`src/rtl/uart_tx_arbiter.sv`:
```
// rtl/uart_tx_arbiter.sv - round-robin arbiter merging byte streams into one tagged UART TX stream
// Each data byte is emitted as a {tag, data} pair; grants end on tlast, burst limit or hold timeout.
module uart_tx_arbiter #(
  parameter int                     NUM_SRC     = 3,
  parameter logic [8*NUM_SRC-1:0]   SRC_TAGS    = 24'h05_02_03,
  parameter int                     MAX_BURST   = 16,
  parameter int                     HOLD_CYCLES = 4
) (
  input  logic                   clk,
  input  logic                   rst_n,
  input  logic [8*NUM_SRC-1:0]   src_tdata,
  input  logic [NUM_SRC-1:0]     src_tvalid,
  input  logic [NUM_SRC-1:0]     src_tlast,
  output logic [NUM_SRC-1:0]     src_tready,
  output logic [7:0]             m_tdata,
  output logic                   m_tvalid,
  input  logic                   m_tready,
  output logic [NUM_SRC-1:0]     grant,
  output logic                   busy
);

  localparam int IDX_W = (NUM_SRC > 1) ? $clog2(NUM_SRC) : 1;

  typedef enum logic [1:0] {
    ST_IDLE,
    ST_HDR,
    ST_DATA,
    ST_HOLD
  } state_e;

  state_e             state_q, state_d;
  logic [NUM_SRC-1:0] grant_q, grant_d;
  logic [IDX_W-1:0]   gidx_q, gidx_d;
  logic [IDX_W-1:0]   ptr_q, ptr_d;
  logic [7:0]         beat_cnt_q, beat_cnt_d;
  logic [7:0]         hold_cnt_q, hold_cnt_d;

  // Round-robin pick: first valid source after the pointer, wrapping.
  logic             pick_found;
  logic [IDX_W-1:0] pick_idx;
  logic [IDX_W-1:0] cand_idx;
  int               cand;

  always_comb begin
    pick_found = 1'b0;
    pick_idx   = '0;
    cand       = 0;
    cand_idx   = '0;
    for (int k = 1; k <= NUM_SRC; k++) begin
      cand     = (int'(ptr_q) + k) % NUM_SRC;
      cand_idx = IDX_W'(cand);
      if (!pick_found && src_tvalid[cand_idx]) begin
        pick_found = 1'b1;
        pick_idx   = cand_idx;
      end
    end
  end

  logic [7:0] g_tdata;
  logic [7:0] g_tag;
  logic       g_tvalid;
  logic       g_tlast;

  always_comb begin
    g_tdata  = '0;
    g_tag    = '0;
    g_tvalid = 1'b0;
    g_tlast  = 1'b0;
    for (int i = 0; i < NUM_SRC; i++) begin
      if (grant_q[i]) begin
        g_tdata  = src_tdata[8*i +: 8];
        g_tag    = SRC_TAGS[8*i +: 8];
        g_tvalid = src_tvalid[i];
        g_tlast  = src_tlast[i];
      end
    end
  end

  always_comb begin
    state_d    = state_q;
    grant_d    = grant_q;
    gidx_d     = gidx_q;
    ptr_d      = ptr_q;
    beat_cnt_d = beat_cnt_q;
    hold_cnt_d = hold_cnt_q;
    m_tvalid   = 1'b0;
    m_tdata    = '0;
    src_tready = '0;

    unique case (state_q)
      ST_IDLE: begin
        if (pick_found) begin
          grant_d           = '0;
          grant_d[pick_idx] = 1'b1;
          gidx_d            = pick_idx;
          beat_cnt_d        = '0;
          state_d           = ST_HDR;
        end
      end

      ST_HDR: begin
        m_tvalid = 1'b1;
        m_tdata  = g_tag;
        if (m_tready) begin
          state_d = ST_DATA;
        end
      end

      ST_DATA: begin
        m_tvalid   = g_tvalid;
        m_tdata    = g_tdata;
        src_tready = grant_q & {NUM_SRC{m_tready}};
        if (g_tvalid && m_tready) begin
          beat_cnt_d = beat_cnt_q + 8'd1;
          // tlast and burst limit on the same byte resolve to one release
          if (g_tlast || (beat_cnt_q == 8'(MAX_BURST - 1))) begin
            ptr_d   = gidx_q;
            grant_d = '0;
            state_d = ST_IDLE;
          end else begin
            hold_cnt_d = '0;
            state_d    = ST_HOLD;
          end
        end
      end

      ST_HOLD: begin
        if (g_tvalid) begin
          state_d = ST_HDR;
        end else begin
          hold_cnt_d = hold_cnt_q + 8'd1;
          if (hold_cnt_q == 8'(HOLD_CYCLES - 1)) begin
            ptr_d   = gidx_q;
            grant_d = '0;
            state_d = ST_IDLE;
          end
        end
      end

      default: begin
        state_d = ST_IDLE;
        grant_d = '0;
      end
    endcase
  end

  always_ff @(posedge clk) begin
    if (!rst_n) begin
      state_q    <= ST_IDLE;
      grant_q    <= '0;
      gidx_q     <= '0;
      ptr_q      <= IDX_W'(NUM_SRC - 1);
      beat_cnt_q <= '0;
      hold_cnt_q <= '0;
    end else begin
      state_q    <= state_d;
      grant_q    <= grant_d;
      gidx_q     <= gidx_d;
      ptr_q      <= ptr_d;
      beat_cnt_q <= beat_cnt_d;
      hold_cnt_q <= hold_cnt_d;
    end
  end

  assign grant = grant_q;
  assign busy  = (state_q != ST_IDLE);

endmodule

```
`config.mk`:
```
export PLATFORM = sky130hd
export DESIGN_NAME = uart_tx_arbiter
export DESIGN_NICKNAME = d
export VERILOG_FILES = /design/src/rtl/uart_tx_arbiter.sv
export SDC_FILE = /design/constraint.sdc
export NUM_CORES = 1
export LEC_CHECK = 0
export BUFFER_PORTS_ARGS = -buffer_cell sky130_fd_sc_hd__buf_2
export CORE_UTILIZATION = 48
export DETAILED_ROUTE_END_ITERATION = 8
export PLACE_DENSITY = 0.76
export REMOVE_ABC_BUFFERS = 1
export SLEW_MARGIN = 10
export SYNTH_ARGS = -nofsm -noshare
export SYNTH_HDL_FRONTEND = slang
export SYNTH_SLANG_ARGS = --single-unit
```
`constraint.sdc`:
```
create_clock -name clk -period 2.5 [get_ports clk]
set_clock_uncertainty 0.2 [all_clocks]
set_input_delay 0.125 -clock clk [delete_from_list [all_inputs] [get_ports clk]]
set_output_delay 0.125 -clock clk [all_outputs]
set_load 0.005 [all_outputs]
```
==> impl_metrics.tcl, run 1 <==
set metrics [dict create \
    critical_path_required_ns 2.47 \
    place.gp.congestion 0.874 \
    fillers 305 \
    path_max_fanout 3 \
    htreeDepth 1 \
    design_area_mm2 0.00237 \
    total_cts_buffers 3 \
    grt_max_degree 21 \
    worstSetupStartpoint "hold_cnt_q[0]" \
    final_common_cell "buf_2" \
    critical-path-top-delay-family "simple AND/OR/NAND/NOR gates" \
    first_pass_detailed_route_iteration_total 4 \
    start_util 0.515 \
    ir_drop_uv 408 \
    async_flop_share 0 \
    groute.layer.met2.usage 0.397 \
    timing_max_transition_violations_final 0 \
    leakage_nw 1.03 \
    cp-end-kind "flip-flop" \
    worst_pin_slew_ns 0.744 \
    worstHoldPathCells 2 \
    final_core_utilization 0.629 \
    relSlewSlack 0.502 \
    critical_path_class "reg -> reg" \
    path_clk_slew_ns 0.09 \
    final_routed_drc_violation_total 0 \
    groute.layer.met3.usage 0.0139 \
    finalWirelength_um 4770 \
    fp.dieW_um 65.6 \
    hold_buffers 0 \
    syn-instance-count 250 \
    yosys.area.top_type "dfxtp_1" \
    root_buffer "clkbuf_8" \
    antenna_violations_before_repair 0 \
    max-clock-path-buffers 2 \
    std_cell_rows 22 \
    critical_path_cell_count 6 \
    grt_first_pass_wirelength_um 8080 \
    final-setup-viol-count 0 \
    dp_worst_setup_slack_ns 0.0232 \
    core-area_mm2 0.00377 \
    numClockSinks 25 \
    drive_above_1_share 0.269 \
    mostFrequentLayoutCells "buf_2 (48), dfxtp_1 (25), nand2_1 (24)" \
    outcome "completed" \
    crit_slowest_cell "or4b_1" \
    fmax_mhz 420 \
    io_buffers 48 \
    post_drt_wl_per_cell_um 13.5 \
    grt.met1_usage 0.309 \
    cpPeakStageDelay_ns 0.45 \
    termination_of_the_worst_setup_path "grant[1]" \
    cp_data_arrival_time_ns 2.35 \
    synth-adder-area-share 0.0644 \
    cp_num_buf_inv 0 \
    synth_flop_cell "dfxtp_1" \
    vias_in_the_first_global_route 1908 \
    grt_use_total 0.232 \
    global_route.overflow_total 0 \
    drt_iter0_markers 113 \
    critical_path.reg2reg.endpoint "grant[1]" \
    worstHoldPathType "in -> reg" \
    synth_top_cells_by_area "dfxtp_1 (26%), ha_1 (6.4%), a21oi_1 (4.6%)" \
    syn_area_mm2 0.00194 \
    reg2reg_slack_ns 0.12 \
    detailroute.via_count 2076 \
    worstPathCellList "ha_1, or4b_1, o41ai_2, nand2_1, or4_4, a32o_1" \
    compound_gate_portion_of_the_synthesized_area 0.322 \
    place_area_mm2 0.00231 \
    ant_nets 0 \
    cp-start-kind "flip-flop" \
    top_usage_layer "met2" \
    synth_xor_xnor_area_share 0.00902 \
    synthesis.yosys.warnings 0 \
    place_hpwl_um 3520 \
    die_y_um 65.6 \
    main_combinational_cell_family_by_area_after_synthesis "compound AO/OA/AOI/OAI gates" \
    crit_share_post_route 0.953 \
    ff2ff_path_depth 6 \
    top_level_ports 49 \
    multi_input_comb_area_mm2 0.00135 \
    max_cap_violations 0 \
    antenna-diode-count 0 \
    power.density_mw_per_mm2 709 \
    setup_slack_ns 0.116 \
    synth-edff-count 0 \
    tritoncts "yes" \
    avgViaCountPerCell 5.88 \
    share_of_yosys_cell_area_claimed_by_the_top_area_cell_type 0.258 \
    syn_to_final_growth_pct 22.2 \
    clk_latency_ns 0.27 \
    timing.rr.start "hold_cnt_q[0]" \
    synth.ff_latch_count 25 \
    post_synth_mux_area_share 0.0470 \
    period_minus_slack_ns 2.38 \
    synthDistinctLibCells 59 \
    register_area_um2 500 \
    simple_gate_share_of_the_synthesized_area 0.244 \
    synth_area_per_cell_um2 7.77 \
    fin_nets 349 \
    seq_area_frac_synth 0.258 \
    hold_violations 0 \
    floorplan.die_area_mm2 0.00430 \
]
-- synth_stat cells (2+ instances only) --
cell type   n
xor2_1      2
o22ai_1     3
a22o_1      3
a22oi_1     6
o21ai_1     3
mux2i_1     8
and2_1      2
nor2b_1     4
buf_2       3
a21oi_1    18
nand3b_1    4
o21bai_1    3
nand2_1    24
a2111o_1    5
o21ai_0     7
a211oi_1    3
a32o_2      2
o31ai_1     6
and3_1      3
nand3_1     9
o21a_1      2
nor4_1      4
o211ai_1    4
nor2_1     23
dfxtp_1    25
inv_1      15
or4_1       4
nand4_1     2
nor3_1      3
ha_1       10
nand2b_1    2
o2111ai_1   4
clkbuf_1    8
-- per-layer routing --
layer,up-vias,routed length (um)
li1,1054,-
met1,947,2360
met2,71,2140
met3,4,244
met4,0,29
met5,-,0
-- state kept, by name (all words and copies together), names as in the netlist --
register    flops
beat_cnt_q      8
gidx_q          2
grant           3
hold_cnt_q      8
ptr_q           2
state_q         2
-- per-stage QoR --
step | setup TNS, ns | hold slack (ns) | cells | power [mW]
after floorplan | -0.121 | 0.0562 | 238 | 1.13
after global placement | 0 | 0.275 | 349 | 1.41
after detailed placement | 0 | 0.270 | 349 | 1.42
after CTS | 0 | 0.0811 | 353 | 1.66
after global routing | -0.0140 | 0.0834 | 353 | 1.81
final | 0 | 0.0778 | 353 | 1.68
-- cell families (layout without fill, tap and decap cells) --
kind of cell,Yosys count,after routing
mux,9,9
buf+inv,28,83
xor+xnor,2,2
fa+ha+maj,10,10
simple gates,92,92
flops,25,25
compound gates,84,84
-- repair_timing --
action,in CTS,in global routing
setup buffers,0,0
resized for setup,0,4
endpoints found under the setup margin,0,19
-- worst min path at each step --
stage | from | to
floorplan | rst_n | gidx_q[0]
global placement | gidx_q[0] | ptr_q[0]
detailed placement | gidx_q[0] | ptr_q[0]
CTS | rst_n | gidx_q[0]
global route | rst_n | gidx_q[0]
finish | rst_n | gidx_q[0]
-- worst register-to-register path, stage by stage (launching register included) --
cell and delay, ns:
dfxtp_1 0.34, ha_1 0.16, or4b_1 0.45, o41ai_2 0.30, nand2_1 0.10, or4_4 0.44, a32o_1 0.28
-- layout make-up --
class | instances | area share
multi-input combinational | 197 | 0.570
clock buffer | 3 | 0.0174
tap | 48 | 0.0253
inverter | 16 | 0.0253
clock inverter | 1 | 0.00211
sequential | 25 | 0.211
timing repair buffer | 63 | 0.149
-- power breakdown --
part | total [mW] | leakage, nW | switching [mW] | internal [mW]
combinational | 0.940 | 0.798 | 0.540 | 0.400
clock | 0.245 | 0.0255 | 0.133 | 0.112
sequential | 0.497 | 0.203 | 0.0474 | 0.449
total | 1.68 | 1.03 | 0.720 | 0.961
No activity file was read; power rests on OpenSTA's default activity.
==> run 2: changes to the inputs <==
- SETUP_SLACK_MARGIN: not set -> 0.4
==> impl_metrics.tcl, run 2 (synthesis results as in run 1) <==
set metrics [dict create \
    drive_above_1_share 0.397 \
    place.gp.congestion 0.874 \
    cp-end-kind "flip-flop" \
    min_from "rst_n" \
    numClockSinks 25 \
    detailroute.via_count 2214 \
    timing_max_transition_violations_final 0 \
    grt_max_degree 21 \
    clk_latency_ns 0.28 \
    path_clk_slew_ns 0.09 \
    hold_buffers 0 \
    htreeDepth 1 \
    global_route.overflow_total 0 \
    start_util 0.515 \
    vias_in_the_first_global_route 1999 \
    critical_path_class "reg -> reg" \
    outcome "completed" \
    die_y_um 65.6 \
    root_buffer "clkbuf_8" \
    finalWirelength_um 5650 \
    fmax_mhz 423 \
    timing.rr.start "hold_cnt_q[0]" \
    tritoncts "yes" \
    final_routed_drc_violation_total 0 \
    cp_data_arrival_time_ns 2.34 \
    first_pass_detailed_route_iteration_total 4 \
    floorplan.die_area_mm2 0.00430 \
    cp-start-kind "flip-flop" \
    worstHoldPathCells 3 \
    crit_share_post_route 0.946 \
    fp.dieW_um 65.6 \
    grt_first_pass_wirelength_um 9180 \
    place_hpwl_um 3520 \
    setup_slack_ns 0.134 \
    ir_drop_uv 432 \
    ff2ff_path_depth 6 \
    dp_worst_setup_slack_ns 0.0232 \
    antenna_violations_before_repair 0 \
    final_common_cell "buf_2" \
    post_drt_wl_per_cell_um 15.3 \
    std_cell_rows 22 \
    avgViaCountPerCell 6.02 \
    syn_to_final_growth_pct 39.2 \
    path_max_fanout 3 \
    worstHoldPathType "in -> reg" \
    reg2reg_slack_ns 0.13 \
    leakage_nw 1.13 \
    max-clock-path-buffers 2 \
    antenna-diode-count 0 \
    finalSetupTns_ns 0 \
    final-setup-viol-count 0 \
    hold_violations 0 \
    drt_iter0_markers 159 \
    max_cap_violations 0 \
    critical_path_required_ns 2.48 \
    power.density_mw_per_mm2 724 \
    total_cts_buffers 3 \
    relSlewSlack 0.635 \
    mostFrequentLayoutCells "buf_2 (48), buf_4 (25), nand2_1 (24)" \
    io_buffers 48 \
    core-area_mm2 0.00377 \
    worst_pin_slew_ns 0.544 \
    top_level_ports 49 \
    critical_path.reg2reg.endpoint "grant[1]" \
    ant_nets 0 \
    grt_setup_unrepaired "yes" \
    fin_nets 364 \
    hold_path_end "ptr_q[0]" \
    period_minus_slack_ns 2.37 \
    grt_use_total 0.268 \
]
==> run 2: routing by layer <==
metal  track usage  vias up  part of all wire
li1              -     1087                 -
met1         0.369     1011              0.46
met2         0.445      104              0.45
met3        0.0174       12             0.066
met4        0.0815        0             0.023
met5             0        -                 0
==> run 2: worst max-delay path by stage <==
stage	start	slack, ns	end
floorplan	ptr_q[1]	-0.04	grant[2]
global placement	ptr_q[1]	0.12	beat_cnt_q[6]
detailed placement	state_q[0]	0.02	hold_cnt_q[5]
CTS	hold_cnt_q[0]	0.17	grant[1]
global route	hold_cnt_q[0]	0.08	grant[1]
finish	hold_cnt_q[0]	0.13	grant[1]
==> run 2: repair_timing <==
item,CTS,global route
setup endpoints to repair,25,29
pin swaps,10,1
gates resized for setup,35,16
buffers inserted,10,3
gates cloned,2,0
==> run 2: cell type report <==
cell class / count / area [um2]
multi-input cells: 197 / 1550
inverters: 16 / 60.1
clock inverters: 1 / 5.00
flip-flops and latches: 25 / 508
fillers: 242 / 1070
repair buffers: 78 / 480
clock buffers: 3 / 41.3
well taps: 48 / 60.1
==> run 2: power by group <==
part,switching [mW],total (mW),internal (mW)
Clock,0.141,0.253,0.112
Sequential,0.0628,0.517,0.454
Combinational,0.649,1.19,0.538
==> run 2: worst max-delay path, stage by stage (launching register included) <==
cell     delay, ns
dfxtp_2       0.36
ha_4          0.13
or4b_4        0.46
o41ai_4       0.30
nand2_1       0.09
or4_4         0.43
a32o_1        0.28
==> run 2: per-stage QoR <==
step           cell area (um2)  total power, mW   util  std cells  hold slack (ns)
2_1_floorplan             1890             1.13      -        238           0.0562
3_3_place_gp              2310             1.41  0.611        349            0.275
3_5_place_dp              2310             1.42  0.611        349            0.270
4_1_cts                   2600             1.85  0.690        365           0.0943
5_1_grt                   2700             2.09  0.717        368            0.123
6_report                  2700             1.96  0.717        368            0.100
==> run 3: changes to the inputs <==
- SETUP_SLACK_MARGIN: 0.4 -> 0.02
==> impl_metrics.tcl, run 3 (synthesis results as in run 1) <==
set metrics [dict create \
    outcome "completed" \
    worstSetupStartpoint "ptr_q[0]" \
    ff2ff_path_depth 6 \
    mostFrequentLayoutCells "buf_2 (48), dfxtp_1 (25), nand2_1 (24)" \
    tritoncts "yes" \
    critical_path_required_ns 2.46 \
    path_clk_slew_ns 0.09 \
    global_route.overflow_total 0 \
    final-setup-viol-count 0 \
    power.density_mw_per_mm2 708 \
    total_switching_power_mw 0.720 \
    reg2reg_slack_ns 0.11 \
    combPwrFrac 0.560 \
    path_max_fanout 6 \
    drt_iter0_markers 99 \
    termination_of_the_worst_setup_path "grant[1]" \
    seqPwrFrac 0.295 \
    worst_pin_slew_ns 0.741 \
    std_cell_rows 22 \
    multi_input_comb_area_mm2 0.00135 \
    leakage_nw 1.03 \
    crit_share_post_route 0.958 \
    drive_above_1_share 0.269 \
    cp_data_arrival_time_ns 2.36 \
    root_buffer "clkbuf_8" \
    fillers 305 \
    timing.rr.start "ptr_q[0]" \
    timing_max_transition_violations_final 0 \
    clk_latency_ns 0.27 \
    critical_path_class "reg -> reg" \
    core-area_mm2 0.00377 \
    finalWirelength_um 4750 \
    place.gp.congestion 0.874 \
    numClockSinks 25 \
    max-clock-path-buffers 2 \
    htreeDepth 1 \
    finalSetupTns_ns 0 \
    antenna-diode-count 0 \
    vias_in_the_first_global_route 1917 \
    final_common_cell "buf_2" \
    period_minus_slack_ns 2.39 \
    syn_to_final_growth_pct 22.4 \
    fmax_mhz 418 \
    first_pass_detailed_route_iteration_total 4 \
    final_routed_drc_violation_total 0 \
    fin_nets 349 \
    power.total_mw 1.68 \
    hold_violations 0 \
    fp.dieW_um 65.6 \
    total_cts_buffers 3 \
    io_buffers 48 \
    cp-start-kind "flip-flop" \
    grt_use_total 0.234 \
    post_cts.repair.setup_buffers 0 \
    die_y_um 65.6 \
    final_core_utilization 0.630 \
    grt_setup_unrepaired "no" \
    start_util 0.515 \
    cell_internal_pwr_mw 0.963 \
    grt_max_degree 21 \
    critical_path.reg2reg.endpoint "grant[1]" \
    antenna_violations_before_repair 0 \
    detailroute.via_count 2100 \
    min_from "rst_n" \
    floorplan.die_area_mm2 0.00430 \
    grt_first_pass_wirelength_um 8130 \
    ant_nets 0 \
    register_area_um2 500 \
    post_drt_wl_per_cell_um 13.5 \
    switching_share 0.428 \
    hold_slack_ns 0.0809 \
    avgViaCountPerCell 5.95 \
    place_hpwl_um 3520 \
    relSlewSlack 0.503 \
    cp-end-kind "flip-flop" \
    max_cap_violations 0 \
    ir_drop_uv 404 \
    power_frac_clock 0.145 \
    top_level_ports 49 \
    worstHoldPathType "in -> reg" \
]
==> run 3: cell count changes in the layout (fill, tap and decap cells not counted), moves of 2 or more <==
cell     change
buf_4       -11
dfxtp_1      +6
dfxtp_2      -6
ha_1         +6
ha_4         -5
a21oi_1      +3
a21oi_2      -2
buf_6        -2
inv_1        +2
inv_2        -2
==> run 3: repair_timing <==
item / CTS / global route
hold buffers: 0 / 0
gates resized for setup: 1 / 4
pin swaps: 0 / 1
hold endpoints to repair: 0 / 0
setup endpoints to repair: 1 / 19
==> run 3: layout make-up <==
type,instances,area share
repair buffers,63,0.150
multi-input cells,197,0.569
clock buffers,3,0.0174
clock inverters,1,0.00211
inverters,16,0.0253
flip-flops and latches,25,0.211
well taps,48,0.0253
==> run 3: how the worst min path moves through the flow <==
stage                      to  slack (ns)  cells past startpoint
floorplan           gidx_q[0]        0.06                      1
global placement     ptr_q[0]        0.28                      2
detailed placement   ptr_q[0]        0.27                      2
CTS                 gidx_q[0]        0.08                      2
global route        gidx_q[0]        0.08                      2
finish              gidx_q[0]        0.08                      2
==> run 3: per-stage QoR <==
step | cell area (um2) | setup slack (ns) | std cells
global route | 2380 | 0.00768 | 353
finish | 2380 | 0.106 | 353
CTS | 2360 | 0.0653 | 353
detailed placement | 2310 | 0.0232 | 349
global placement | 2310 | 0.117 | 349
floorplan | 1890 | -0.0399 | 238
==> run 3: worst max-delay path: stages (launching register included) <==
cell and delay (ns):
dfxtp_1 0.41, inv_1 0.09, ha_1 0.38, a211o_1 0.24, a21oi_2 0.12, or4_4 0.57, a32o_1 0.28
==> run 3: routing by layer <==
layer	up-vias	global-route usage	wire (um)
li1	1056	-	-
met5	-	0	0
met1	947	0.312	2270
met4	0	0.0842	72
met2	89	0.394	2100
met3	8	0.0139	318
==> run 3: power groups by stage <==
| stage | sequential [mW] | combinational (mW) | clock (mW) |
|---|---|---|---|
| finish | 0.497 | 0.942 | 0.244 |
| global route | 0.504 | 1.04 | 0.268 |
| CTS | 0.495 | 0.923 | 0.251 |
| detailed placement | 0.504 | 0.911 | 0 |
| global placement | 0.501 | 0.907 | 0 |
| floorplan | 0.515 | 0.612 | 0 |
